--- config.mk ---
export PLATFORM = sky130hd
export DESIGN_NAME = snowv_gcm_seq
export DESIGN_NICKNAME = d
export VERILOG_FILES = /design/src/rtl/snowv_gcm_pkg.sv /design/src/rtl/snowv_gcm_cmd_issue.sv /design/src/rtl/snowv_gcm_seq.sv
export SDC_FILE = /design/constraint.sdc
export NUM_CORES = 2
export LEC_CHECK = 0
export ABC_AREA = 1
export CORE_AREA = 4 4 770 772
export DETAILED_ROUTE_END_ITERATION = 7
export DIE_AREA = 0 0 774 776
export PLACE_DENSITY_LB_ADDON = 0.15
export SYNTH_ARGS = -nofsm -noshare
export SYNTH_HDL_FRONTEND = slang
export SYNTH_SLANG_ARGS = --single-unit
--- constraint.sdc ---
create_clock -name clk -period 1.71 [get_ports clk]
set_clock_uncertainty 0.05 [all_clocks]
set_input_delay 0.342 -clock clk [delete_from_list [all_inputs] [get_ports clk]]
set_output_delay 0.342 -clock clk [all_outputs]
set_load 0.01 [all_outputs]
--- src/rtl/snowv_gcm_pkg.sv ---
// snowv_gcm_pkg: shared state encodings, command codes and widths for the snowv_gcm sequencer
package snowv_gcm_pkg;
   localparam int BLK_W = 128;
   localparam int KEY_W = 256;
   localparam logic [2:0] CMD_NONE    = 3'd0;
   localparam logic [2:0] CMD_INIT    = 3'd1;
   localparam logic [2:0] CMD_NEXT_AD = 3'd2;
   localparam logic [2:0] CMD_NEXT    = 3'd3;
   localparam logic [2:0] CMD_FINAL   = 3'd4;
   typedef enum logic [3:0] {
      S_IDLE, S_INIT, S_W_INIT, S_AD_IN, S_AD_CMD, S_W_AD, S_MSG_IN,
      S_MSG_CMD, S_W_MSG, S_MSG_OUT, S_FINAL, S_W_TAG, S_TAG_OUT
   } seq_state_e;
   typedef enum logic [1:0] {I_IDLE, I_PULSE, I_SETTLE, I_WAIT} iss_state_e;
   typedef struct packed {
      logic             encdec;
      logic [KEY_W-1:0] key;
      logic [BLK_W-1:0] iv;
      logic [63:0]      len_ad;
      logic [63:0]      len_msg;
   } cfg_t;
endpackage

--- src/rtl/snowv_gcm_cmd_issue.sv ---
// snowv_gcm_cmd_issue: tracks one core command through pulse, settle and wait-for-ready
module snowv_gcm_cmd_issue
   import snowv_gcm_pkg::*;
(
   input  logic clk,
   input  logic resetn,
   input  logic req,
   input  logic sel_tag,
   input  logic core_ready,
   input  logic core_tag_ready,
   output logic done
);
   iss_state_e st_q, st_d;
   // ready is stale during the pulse and settle cycles, so only WAIT may observe it
   assign done = (st_q == I_WAIT) && (sel_tag ? core_tag_ready : core_ready);
   always_comb begin
      st_d = (st_q == I_IDLE)   ? (req ? I_PULSE : I_IDLE) :
             (st_q == I_PULSE)  ? I_SETTLE :
             (st_q == I_SETTLE) ? I_WAIT :
             (done ? I_IDLE : I_WAIT);
   end
   always_ff @(posedge clk or negedge resetn) begin
      if (!resetn) st_q <= I_IDLE;
      else         st_q <= st_d;
   end
endmodule

--- src/rtl/snowv_gcm_seq.sv ---
// snowv_gcm_seq: autonomous job sequencer driving the snowv_gcm AEAD core
module snowv_gcm_seq
   import snowv_gcm_pkg::*;
#(
   parameter int CNT_W = 16
) (
   input  logic               clk,
   input  logic               resetn,
   input  logic               start,
   input  logic               encdec,
   input  logic [KEY_W-1:0]   key,
   input  logic [BLK_W-1:0]   iv,
   input  logic [CNT_W-1:0]   n_ad,
   input  logic [CNT_W-1:0]   n_msg,
   input  logic [63:0]        len_ad,
   input  logic [63:0]        len_msg,
   input  logic               in_valid,
   output logic               in_ready,
   input  logic [BLK_W-1:0]   in_data,
   output logic               out_valid,
   input  logic               out_ready,
   output logic [BLK_W-1:0]   out_data,
   output logic               tag_valid,
   input  logic               tag_ready_i,
   output logic [BLK_W-1:0]   tag,
   output logic               busy,
   output logic               core_init,
   output logic               core_next_ad,
   output logic               core_next,
   output logic               core_finalize,
   output logic               core_encdec,
   output logic [KEY_W-1:0]   core_key,
   output logic [BLK_W-1:0]   core_iv,
   output logic [BLK_W-1:0]   core_ad,
   output logic [BLK_W-1:0]   core_block_i,
   output logic [63:0]        core_len_ad,
   output logic [63:0]        core_len_i,
   input  logic [BLK_W-1:0]   core_block_o,
   input  logic [BLK_W-1:0]   core_tag,
   input  logic               core_ready,
   input  logic               core_tag_ready
);
   seq_state_e state_q, state_d;
   cfg_t cfg_q, cfg_d;
   logic [CNT_W-1:0] n_ad_q, n_ad_d, n_msg_q, n_msg_d, ad_cnt_q, ad_cnt_d, msg_cnt_q, msg_cnt_d;
   logic [BLK_W-1:0] ad_q, ad_d, blk_q, blk_d, out_q, out_d, tag_q, tag_d;
   logic [2:0] cmd_q, cmd_d;
   logic done;
   snowv_gcm_cmd_issue u_issue (
      .clk            (clk),
      .resetn         (resetn),
      .req            (cmd_d != CMD_NONE),
      .sel_tag        (state_q == S_W_TAG),
      .core_ready     (core_ready),
      .core_tag_ready (core_tag_ready),
      .done           (done)
   );
   always_comb begin
      state_d   = state_q;
      cfg_d     = cfg_q;
      n_ad_d    = n_ad_q;
      n_msg_d   = n_msg_q;
      ad_cnt_d  = ad_cnt_q;
      msg_cnt_d = msg_cnt_q;
      ad_d      = ad_q;
      blk_d     = blk_q;
      out_d     = out_q;
      tag_d     = tag_q;
      cmd_d     = CMD_NONE;
      case (state_q)
         S_IDLE: if (start) begin
            cfg_d     = '{encdec: encdec, key: key, iv: iv, len_ad: len_ad, len_msg: len_msg};
            n_ad_d    = n_ad;
            n_msg_d   = n_msg;
            ad_cnt_d  = '0;
            msg_cnt_d = '0;
            state_d   = S_INIT;
         end
         S_INIT: begin
            cmd_d   = CMD_INIT;
            state_d = S_W_INIT;
         end
         // counters are zero after init, so one decision covers both wait states
         S_W_INIT, S_W_AD: if (done)
            state_d = (ad_cnt_q != n_ad_q) ? S_AD_IN : (msg_cnt_q != n_msg_q) ? S_MSG_IN : S_FINAL;
         S_AD_IN: if (in_valid) begin
            ad_d     = in_data;
            ad_cnt_d = ad_cnt_q + CNT_W'(1);
            state_d  = S_AD_CMD;
         end
         S_AD_CMD: begin
            cmd_d   = CMD_NEXT_AD;
            state_d = S_W_AD;
         end
         S_MSG_IN: if (in_valid) begin
            blk_d     = in_data;
            msg_cnt_d = msg_cnt_q + CNT_W'(1);
            state_d   = S_MSG_CMD;
         end
         S_MSG_CMD: begin
            cmd_d   = CMD_NEXT;
            state_d = S_W_MSG;
         end
         S_W_MSG: if (done) begin
            out_d   = core_block_o;
            state_d = S_MSG_OUT;
         end
         S_MSG_OUT: if (out_ready) state_d = (msg_cnt_q != n_msg_q) ? S_MSG_IN : S_FINAL;
         S_FINAL: begin
            cmd_d   = CMD_FINAL;
            state_d = S_W_TAG;
         end
         S_W_TAG: if (done) begin
            tag_d   = core_tag;
            state_d = S_TAG_OUT;
         end
         S_TAG_OUT: if (tag_ready_i) state_d = S_IDLE;
         default: state_d = S_IDLE;
      endcase
   end
   always_ff @(posedge clk or negedge resetn) begin
      if (!resetn) begin
         state_q   <= S_IDLE;
         cfg_q     <= '0;
         n_ad_q    <= '0;
         n_msg_q   <= '0;
         ad_cnt_q  <= '0;
         msg_cnt_q <= '0;
         ad_q      <= '0;
         blk_q     <= '0;
         out_q     <= '0;
         tag_q     <= '0;
         cmd_q     <= CMD_NONE;
      end else begin
         state_q   <= state_d;
         cfg_q     <= cfg_d;
         n_ad_q    <= n_ad_d;
         n_msg_q   <= n_msg_d;
         ad_cnt_q  <= ad_cnt_d;
         msg_cnt_q <= msg_cnt_d;
         ad_q      <= ad_d;
         blk_q     <= blk_d;
         out_q     <= out_d;
         tag_q     <= tag_d;
         cmd_q     <= cmd_d;
      end
   end
   assign in_ready      = (state_q == S_AD_IN) || (state_q == S_MSG_IN);
   assign out_valid     = state_q == S_MSG_OUT;
   assign tag_valid     = state_q == S_TAG_OUT;
   assign busy          = state_q != S_IDLE;
   assign out_data      = out_q;
   assign tag           = tag_q;
   assign core_init     = cmd_q == CMD_INIT;
   assign core_next_ad  = cmd_q == CMD_NEXT_AD;
   assign core_next     = cmd_q == CMD_NEXT;
   assign core_finalize = cmd_q == CMD_FINAL;
   assign core_encdec   = cfg_q.encdec;
   assign core_key      = cfg_q.key;
   assign core_iv       = cfg_q.iv;
   assign core_len_ad   = cfg_q.len_ad;
   assign core_len_i    = cfg_q.len_msg;
   assign core_ad       = ad_q;
   assign core_block_i  = blk_q;
endmodule

== Yosys cells after proc, flatten, opt, wreduce, memory -nomap -nowiden ==
Cells that the tools add are included.
Operators by class
  add/sub/neg operators: 2
  equal/unequal tests: 29
  multiplexer cells: 23
  reductions and logical operators: 17
Operator list (number)
  $pmux W16 S2: 2
  $mux W16: 3
  $pmux W4 S12: 1
  $mux W4: 10
  $add A16 B1 Y16 const B: 2
  $ne A16 B16 Y1: 2
  $eq A4 B4 Y1 const B: 5
  $eq A4 B3 Y1 const B: 4
  $pmux W3 S4: 1
  $reduce_and A2 Y1: 5
  $eq A4 B2 Y1 const B: 2
  $mux W2: 4
  $ne A2 B1 Y1 const B: 4
  $ne A2 B2 Y1 const B: 4
  $reduce_and A8 Y1: 1
  $eq A3 B2 Y1 const B: 2
  $reduce_and A3 Y1: 2
  $eq A2 B2 Y1 const B: 2
  $eq A4 B1 Y1 const B: 1
  $logic_not A4 Y1: 1
  $reduce_bool A2 Y1: 2
  $reduce_bool A4 Y1: 1
  $eq A3 B1 Y1 const B: 1
  $eq A3 B3 Y1 const B: 1
  7 further kinds: 8
Storage, ports and cells
  bits in registers: 1098
  logic and storage cells: 87

== Logic depth before layout (Yosys ltp) ==
  depth in word-level cells: 7
  depth in mapped cells: 13

== Hierarchy ==
From an unflattened synthesis, not the netlist that was laid out.
Unflattened totals
  cell total of the unflattened synthesis: 4308
  area, all modules: 42702.2 µm²
By module, submodules not included
  snowv_gcm_seq: instances 1, cells each 4293, area an instance 42598.4 µm²
  snowv_gcm_cmd_issue: instances 1, cells each 15, area an instance 103.8 µm²

== Worst setup path before layout ==
No wires, ideal clock.
  path type: register -> register
  start point: reg state_q[3]
  end point: reg msg_cnt_q[15]
  arrival: 1.550 ns
  data required time: 1.541 ns
  setup slack: -0.009 ns
  cell stages (with the launch flop): 11
  path buffers: 0
  clock period less this slack: 1.719 ns
  cells stage by stage: dfrtp_1 nor2_1 nand3_1 nand2_2 nand2_1 inv_1 nand2_1 nor2_1 nand3_1 nand2_1 nor2_1
Between the ends
  word-level cells in the longest chain between the ends: 3
  elaborated cells between the ends (all ways): 7
RTL lines
  from (decl): RTL line snowv_gcm_seq.sv:43  | seq_state_e state_q, state_d;
  from (signal assigned): RTL line snowv_gcm_seq.sv:135  | state_q <= state_d;
  $eq A4 B3 Y1 or $logic_not A4 Y1 (tied branches): RTL line snowv_gcm_seq.sv:70  | case (state_q)
  $ne A2 B2 Y1 (no line) or $reduce_bool A2 Y1 (tied branches)
  $reduce_and A3 Y1 (no line)
  to (signal assigned): RTL line snowv_gcm_seq.sv:140  | msg_cnt_q <= msg_cnt_d;
  to (decl): RTL line snowv_gcm_seq.sv:45  | logic [CNT_W-1:0] n_ad_q, n_ad_d, n_msg_q, n_msg_d, ad_cnt_q, ad_cnt_d, msg_cnt_q, msg_cnt_d;
Several ways; a longest one is shown, not always the timed one.
A chain may end at the register's enable or synchronous reset.

== Worst setup path in the final report ==
  start point: reg state_q[0]
  end point: out out_valid
Between the ends
  word-level cells in the longest chain between the ends: 1
RTL lines
  $eq A4 B4 Y1: RTL line snowv_gcm_seq.sv:149  | assign out_valid = state_q == S_MSG_OUT;
  to (decl): RTL line snowv_gcm_seq.sv:20  | output logic out_valid,
Every way passes these cells.

==> results.yml <==
final_layout:
  fill_cells: 65900
  final_util: 0.164
  areaGrowthSynthToFinish_pct: 125
  num-nets-final: 9106
  fin_cells: 16200
  layout-drive-gt1-share: 0.306
worst_setup_path:
  r2r_start: "state_q[3]$_DFFE_PN0P_"
  startpoint_type: "flop"
  rrSetupSlack_ps: -590
  crit_arrival_ps: 2050
  critPathCaptureType: "output pin"
  critPathCapture: "out_valid"
  crit_start: "state_q[0]$_DFFE_PN0P_"
  critPathKind: "reg2out"
  required_ps: 1320
  cp_max_fo: 4
  reg2reg_depth: 15
  r2r_end: "out_data[64]$_DFFE_PN0P_"
drt:
  viasPerCell: 3.00
  drtAntennaViolNets: 0
  first_pass_iters: 5
  wl_per_cell_um: 27.9
  vias: 48400
  drc: 0
  wl_um: 451000
  drt_iter0_drc: 2775
synth:
  yosysTopAreaCell: "dfrtp_1"
  synthTopCellsByArea: "dfrtp_1 65%, nand2_1 21%, o21ai_0 3.5%, inv_1 2.9%, nand3_1 1.7%"
  synth-edff-count: 0
  syn-num-nets: 5709
  synthCells: 4770
  synthArstFlopShare: 1.00
  synth_top_area_frac: 0.647
  ys_warn_count: 0
  yosysSeqAreaShare: 0.647
  synthFlopType: "dfrtp_1"
  yosys_register_bits: 1098
  synth_area_um2: 42500
  yosysUniqueCellTypes: 30
  syn_avg_cell_area_um2: 8.91
timing:
  tns_ps: -368390
  fin_ws_ps: -735
  slew_viol_final: 0
  maxSlewHeadroom: 0.460
  rsz0062_at_grt: "true"
  worstMarginPinSlew_ps: 809
  fin_crit_sh: 1.43
  hold_viol_final: 0
  setup_violations: 2122
  period_needed_ps: 2440
  whs_ps: 98.9
  max_freq_mhz: 409
cts:
  h-tree-depth: 4
  cts_sinks: 1098
  path_clk_slew_ps: 50
  cts_tree: "done"
  insertion_delay_ps: 850
  root_buffer: "clkbuf_16"
  clk_path_buf_depth: 4
  cts_made_buffers: 169
die:
  die_area_um2: 601000
  core_area_um2: 585000
  die_w_um: 774
  chipHeight_um: 776
  initial_core_util: 0.0726
  num_rows: 281
  ios: 1970
global_routing:
  grt_util_all_layers: 0.137
  grt_pass1_wl_um: 541000
  grt_pass1_vias: 48800
  antenna_found_initial: 393
  grt_max_degree: 112
  overflow: 0
run_status:
  violations: "setup timing"
  status: "finished, violations left"
place:
  gp_congestion: 0.892
  hpwl_um: 364000
  dp.cells: 14600
  portBuffers: 1969
pwr:
  ir_drop_mv: 0.674
  p_leak_nw: 44.6
  p_per_area_nw_per_um2: 1680
min_path:
  hold_class: "in2reg"
flow_run:
  max_cap_viol_count: 0
worst max-delay path, stage by stage, from the launching register on:
cell	delay [ps]
dfrtp_2	450
buf_6	130
clkinv_4	50
buf_4	130
nor2_4	160
nand2_8	80
inv_4	70
buf_12	130
cell families (layout without fill, tap and decap cells):
family | after synthesis | count (layout) | synth area share
AOI/OAI and AO/OA | 456 | 456 | 0.0541
xor gates and xnor gates | 19 | 19 | 0.00392
adders and majority gates | 2 | 2 | 0.000589
buffers and inverters | 583 | 4103 | 0.0569
DFF | 1098 | 1098 | 0.647
other | 0 | 87 | 0
and+or+nand+nor | 2612 | 2614 | 0.238
worst min-delay path by stage:
stage                              startpoint                   endpoint  slack [ps]  cells after the start
after floorplan                        resetn    ad_cnt_q[0]$_DFFE_PN0P_          -4                      0
after global placement    tag[88]$_DFFE_PN0P_        tag[88]$_DFFE_PN0P_         410                      2
after detailed placement  tag[49]$_DFFE_PN0P_        tag[49]$_DFFE_PN0P_         410                      2
after CTS                   core_block_o[121]  out_data[121]$_DFFE_PN0P_         0.6                      3
after global routing                   iv[84]    core_iv[84]$_DFFE_PN0P_           8                      3
final                                 n_ad[9]      n_ad_q[9]$_DFFE_PN0P_         100                      3
sequential cells by signal, indices dropped and copies added, names as in the netlist:
register	count
core_key	256
core_ad	128
core_block_i	128
core_iv	128
out_data	128
tag	128
core_len_ad	64
core_len_i	64
ad_cnt_q	16
msg_cnt_q	16
n_ad_q	16
n_msg_q	16
state_q	4
cmd_q	3
u_issue.st_q	2
core_encdec	1
power by group:
| group | internal (mW) | switching, mW |
|---|---|---|
| combinational | 37.5 | 39.8 |
| clock | 21.6 | 14.8 |
| sequential | 37.1 | 10.1 |
timing repair:
item                                    in CTS  in global routing
cloned                                      17                 87
hold buffers                               681                  0
gates resized for setup                   1188               3587
pin swaps                                    6                 56
setup buffers                               56                370
hold endpoints to repair                  1818                  0
endpoints found under the setup margin    2128               2127
cell usage in the layout (no fill, tap or decap), drive strengths merged, types with 12 or more instances in the layout:
cell and instances:
nor3 23, a21oi 21, inv 335, nand2 2375, clkinv 34, nor2 50
nand3 148, nand4 12, o21ai 428, clkdlybuf4s15 25, clkdlybuf4s50 935, diode 87
bufinv 14, clkbuf 455, buf 1619, dfrtp 1098, dlygate4sd3 681
cell usage after synthesis, types with 11 or more instances:
library cell / number
buf_2: 108
nand4_1: 11
nand2_1: 2370
nor3_1: 23
xor2_1: 11
clkbuf_1: 116
dfrtp_1: 1098
o21ai_0: 296
nor2_1: 47
a21oi_1: 21
o21ai_1: 132
buf_4: 21
inv_1: 326
nand3_1: 147
per-stage QoR:
| step | setup WS (ps) | instance area [um2] | power (mW) |
|---|---|---|---|
| 6_report | -735 | 95800 | 161 |
| 5_1_grt | -858 | 95600 | 171 |
| 4_1_cts | -858 | 88800 | 154 |
| 3_5_place_dp | -749 | 74900 | 111 |
| 3_3_place_gp | -751 | 74900 | 112 |
| 2_1_floorplan | -3.67 | 42500 | 61.9 |
final cells by class:
| class | count | area (um2) | share of cell area |
|---|---|---|---|
| antenna | 87 | 218 | 0.00227 |
| multi-input combinational | 3091 | 14300 | 0.150 |
| timing repair buffer | 3478 | 37100 | 0.387 |
| inverter | 329 | 1290 | 0.0134 |
| clock inverter | 57 | 792 | 0.00827 |
| sequential | 1098 | 27600 | 0.288 |
| tap | 7782 | 9740 | 0.102 |
| clock buffer | 239 | 4770 | 0.0499 |
per-layer routing:
metal,wire length [um],global-route usage,up-vias,part of all wire
li1,-,-,21700,-
met1,174000,0.154,23400,0.39
met2,215000,0.233,2336,0.48
met3,47200,0.0662,842,0.10
met4,14100,0.0307,140,0.031
met5,904,0,-,0.0020
No activity file was read; power rests on OpenSTA's default activity.
